===== src/rtl/conv_maxpool_2x2.sv =====
// conv_maxpool_2x2
// Streaming 2x2 max-pool, stride 1, for a DIM x DIM row-major OFM stream.
// A pooled value is emitted one cycle after the element that completes its
// window. The frame boundary is implied by the row/column counters wrapping.
//
// Ports:
//   clk       rising-edge clock
//   rst       synchronous reset, active-high
//   in_valid  In_OFM carries one element this cycle
//   In_OFM    input element (unsigned, DATA_W bits)
//   out_valid Out_Pool valid this cycle (registered)
//   Out_Pool  pooled maximum, 0 when out_valid is low (registered)
//   out_last  marks the final pooled output of a frame (registered)
module conv_maxpool_2x2 #(
    parameter int DATA_W = 36,
    parameter int DIM    = 5
) (
    input  logic              clk,
    input  logic              rst,
    input  logic              in_valid,
    input  logic [DATA_W-1:0] In_OFM,
    output logic              out_valid,
    output logic [DATA_W-1:0] Out_Pool,
    output logic              out_last
);

    localparam int CW = (DIM > 1) ? $clog2(DIM) : 1;
    localparam logic [CW-1:0] LAST_IDX = CW'(DIM - 1);
    localparam logic [CW-1:0] IDX_ONE  = CW'(1);
    localparam logic [CW-1:0] IDX_ZERO = CW'(0);

    logic [CW-1:0]     row_r;
    logic [CW-1:0]     col_r;
    logic [DATA_W-1:0] lb_r [DIM];
    // previous element of the current row (left neighbour)
    logic [DATA_W-1:0] prev_r;
    // previous-row value at column c-1 (top-left neighbour). The line buffer
    // slot c-1 already holds the current row by the time column c arrives,
    // so its old content is captured here when it is read.
    logic [DATA_W-1:0] diag_r;

    logic              out_valid_r;
    logic [DATA_W-1:0] pool_r;
    logic              out_last_r;

    logic              col_last_s;
    logic              row_last_s;
    logic              win_s;
    logic [DATA_W-1:0] up_s;
    logic [DATA_W-1:0] max_s;

    // unsigned full-width maximum of two values
    function automatic logic [DATA_W-1:0] max2(input logic [DATA_W-1:0] a,
                                               input logic [DATA_W-1:0] b);
        return (a > b) ? a : b;
    endfunction

    // window detection and four-way maximum of the current window
    always_comb begin
        col_last_s = (col_r == LAST_IDX);
        row_last_s = (row_r == LAST_IDX);
        win_s      = (row_r != IDX_ZERO) && (col_r != IDX_ZERO);
        up_s       = lb_r[col_r];
        max_s      = max2(max2(diag_r, up_s), max2(prev_r, In_OFM));
    end

    // position counters, line buffer and neighbour registers
    always_ff @(posedge clk) begin
        if (rst) begin
            row_r  <= IDX_ZERO;
            col_r  <= IDX_ZERO;
            prev_r <= '0;
            diag_r <= '0;
            for (int i = 0; i < DIM; i++) begin
                lb_r[i] <= '0;
            end
        end else if (in_valid) begin
            diag_r       <= up_s;
            prev_r       <= In_OFM;
            lb_r[col_r]  <= In_OFM;
            if (col_last_s) begin
                col_r <= IDX_ZERO;
                if (row_last_s) begin
                    row_r <= IDX_ZERO;
                end else begin
                    row_r <= row_r + IDX_ONE;
                end
            end else begin
                col_r <= col_r + IDX_ONE;
            end
        end else begin
            row_r  <= row_r;
            col_r  <= col_r;
            prev_r <= prev_r;
            diag_r <= diag_r;
        end
    end

    // registered outputs; data and last are forced to zero when not valid
    always_ff @(posedge clk) begin
        if (rst) begin
            out_valid_r <= 1'b0;
            pool_r      <= '0;
            out_last_r  <= 1'b0;
        end else if (in_valid && win_s) begin
            out_valid_r <= 1'b1;
            pool_r      <= max_s;
            out_last_r  <= col_last_s && row_last_s;
        end else begin
            out_valid_r <= 1'b0;
            pool_r      <= '0;
            out_last_r  <= 1'b0;
        end
    end

    assign out_valid = out_valid_r;
    assign Out_Pool  = pool_r;
    assign out_last  = out_last_r;

endmodule


===== config.mk =====
export PLATFORM = sky130hd
export DESIGN_NAME = conv_maxpool_2x2
export DESIGN_NICKNAME = d
export VERILOG_FILES = /design/src/rtl/conv_maxpool_2x2.sv
export SDC_FILE = /design/constraint.sdc
export NUM_CORES = 1
export LEC_CHECK = 0
export ABC_AREA = 0
export CAP_MARGIN = 0
export CORE_MARGIN = 2
export CORE_UTILIZATION = 54
export DETAILED_ROUTE_END_ITERATION = 16
export GPL_TIMING_DRIVEN = 0
export PLACE_DENSITY = 0.73
export SYNTH_ARGS = -nofsm -noshare
export SYNTH_HDL_FRONTEND = slang
export SYNTH_SLANG_ARGS = --single-unit

===== constraint.sdc =====
create_clock -name clk -period 12.4 [get_ports clk]
set_clock_uncertainty 0.15 [all_clocks]
set_input_delay 3.1 -clock clk [delete_from_list [all_inputs] [get_ports clk]]
set_output_delay 3.1 -clock clk [all_outputs]
set_load 0.01 [all_outputs]

==> results.ini <==
[run_status]
status = complete, no violations

[global_route]
grt_pass1_wl_um = 81900
grt_overflow_total = 0
grt_start_max_net_pins = 37
grtUsageTotal = 0.292
grt_pass1_vias = 13697
antenna_found_initial = 0

[timing]
tightest_slew_ns = 1.30
fin_tns_setup_ns = 0
slew_headroom = 0.133
fmax_mhz = 101
layout_setup_ws_ns = 2.48
timing.final.crit_share = 0.800
finalMaxSlewViolations = 0
min_period_ns = 9.92
hold_viol = 0
setup_viol = 0
rsz0062_at_grt = false

[clock_network]
path_clk_slew_ns = 0.06
root_buffer = clkbuf_16
cts-buffers-inserted = 44
tritoncts = yes
clk_latency_ns = 0.57
cts.sinks = 407
hold_buffers = 0
cts_setup_buffers = 0
ctsHtreeMaxLevel = 2
cts_buffer_depth = 3
post_cts_resize_count = 0

[detailed_routing]
dr.first_iter.drc_count = 1393
detail_route.wl_per_cell_um = 25.6
vias = 13642
drc_errors = 0
via_per_inst = 6.33
final_antenna_net_count = 0
dr.pass1.iters = 6
drt-total-wl_um = 55100

[pwr]
leakagePower_uw = 0.00860
ir_drop_uv = 95.5
powerDensity_mw_per_mm2 = 150

[logic_synthesis]
yosysTopAreaCell = edfxtp_1
synth_cell_types = 49
syn_inst = 1529
synth_nets = 1680
yosys_warnings = 0
synth_top_flop_cell = edfxtp_1
yosysSeqAreaShare = 0.563
avgSynthCellArea_um2 = 12.8
synth_area_mm2 = 0.0196
synthDominantCellAreaShare = 0.441
synth-edff-count = 288
async_flop_share = 0
synthTopCellsByArea = edfxtp_1 44%, dfxtp_1 12%, mux2i_1 9.3%
ys_ff_latch = 407

[floorplan]
dieArea_mm2 = 0.0378
num_rows = 69
dieHeight_um = 194
boundaryPins = 77
coreArea_mm2 = 0.0357
die_w_um = 194
start_util = 0.550

[run]
cap_violations = 0

[critical_path]
cp.arrival_ns = 10.13
end_kind = register
crit_fanout = 10
crit_required_ns = 12.62
cp-start-kind = input port
critical_path_class = input port to register

[place]
io_buffers = 74
place_hpwl_um = 37400
globalplace.congestion = 0.910
dpl_worst_slack_ns = 2.17

[layout]
nNetsFinal = 1812
n_antenna_cell = 0
drive_above_1_share = 0.0998
layout_common_cells = 288 x edfxtp_1, 182 x mux2i_1, 119 x dfxtp_1
area_growth_pct = 14.8
layout_commonest_cell = edfxtp_1

[min_path]
hp-class = register to register

cells by family after synthesis:
| kind of cell | synth area share |
|---|---|
| adder cells (fa/ha/maj) | 0.0715 |
| AND/OR/NAND/NOR | 0.113 |
| buffers and inverters | 0.0365 |
| multiplexers | 0.154 |
| AO/OA/AOI/OAI | 0.0613 |
| XOR/XNOR | 0.000447 |
| flip-flops | 0.563 |
power by group:
part / internal, µW / leakage [µW] / switching (µW)
Combinational: 220 / 0.00411 / 362
Sequential: 1510 / 0.00381 / 23.9
Clock: 725 / 0.000676 / 542
Total: 2450 / 0.00860 / 927
layout make-up:
class / count / area (µm²)
fillers: 2762 / 13200
clock inverters: 17 / 131
inverters: 79 / 297
flip-flops and latches: 407 / 11000
clock buffers: 62 / 1250
well taps: 461 / 577
plain buffers: 100 / 419
multi-input cells: 943 / 7880
repair buffers: 86 / 905
sequential cells by signal, summed over array words and instances, names as in the netlist, named ones only:
| signal | cells |
|---|---|
| lb_r | 288 |
| col_r | 3 |
| Out_Pool | 36 |
| prev_r | 36 |
| out_last | 1 |
| diag_r | 36 |
| row_r | 3 |
| out_valid | 1 |
layer usage:
layer | track usage | vias up | part of all wire
met4 | 0.145 | 0 | 0.049
li1 | - | 6048 | -
met1 | 0.389 | 6729 | 0.41
met5 | 0 | - | 0
met3 | 0.0599 | 162 | 0.084
met2 | 0.457 | 703 | 0.45
critical path: stages:
cell	delay [ns]
clkdlybuf4s50_1	0.67
inv_1	0.16
ha_1	0.34
nand4_1	0.18
nor4_1	0.80
a2bb2oi_1	0.27
a211oi_1	0.32
o31ai_1	0.10
buf_2	0.27
buf_2	0.30
mux2i_1	0.19
ha_1	0.35
nand4_1	0.24
nor4_1	0.66
a22oi_1	0.22
o211ai_1	0.19
a221o_1	0.23
a21bo_2	0.13
buf_1	0.47
clkbuf_1	0.62
o22ai_1	0.31
cell usage after synthesis (all sizes together), types with 2 or more instances:
| cell type | count |
|---|---|
| inv | 79 |
| or2 | 5 |
| nor2b | 41 |
| mux2i | 182 |
| dfxtp | 119 |
| o211ai | 4 |
| ha | 112 |
| edfxtp | 288 |
| a21oi | 49 |
| a221o | 2 |
| and4 | 2 |
| mux2 | 35 |
| nor3 | 44 |
| o21ai | 15 |
| a21o | 4 |
| o22ai | 2 |
| nand4 | 18 |
| nor4 | 77 |
| nor2 | 90 |
| mux4 | 36 |
| nand3 | 15 |
| and2 | 75 |
| buf | 35 |
| and3 | 3 |
| nand2 | 35 |
| o2bb2ai | 35 |
| nand2b | 4 |
| a22oi | 2 |
| a211oi | 5 |
| clkbuf | 65 |
| a221oi | 37 |
worst paths after layout:
path                                  from           to  slack [ns]  depth (start not counted)
worst min-delay path              row_r[1]     row_r[1]        0.36                          2
worst min register to register    row_r[1]     row_r[1]        0.36                          2
worst max register to register    register  Out_Pool[0]        2.98                         24
worst max-delay path            In_OFM[25]  Out_Pool[0]        2.48                         21
metrics by stage:
stage / instance area [µm²] / power (µW) / util / std cells / hold slack (ns)
finish: 22500 / 3380 / 0.631 / 2155 / 0.357
detailed placement: 21100 / 2130 / 0.592 / 2076 / 0.340
global route: 22500 / 3490 / 0.631 / 2155 / 0.382
global placement: 20900 / 2110 / 0.586 / 2064 / 0.310
floorplan: 19600 / 1940 / - / 1529 / 0.298
CTS: 22500 / 3380 / 0.631 / 2155 / 0.348
No activity file was read; power rests on OpenSTA's default activity.
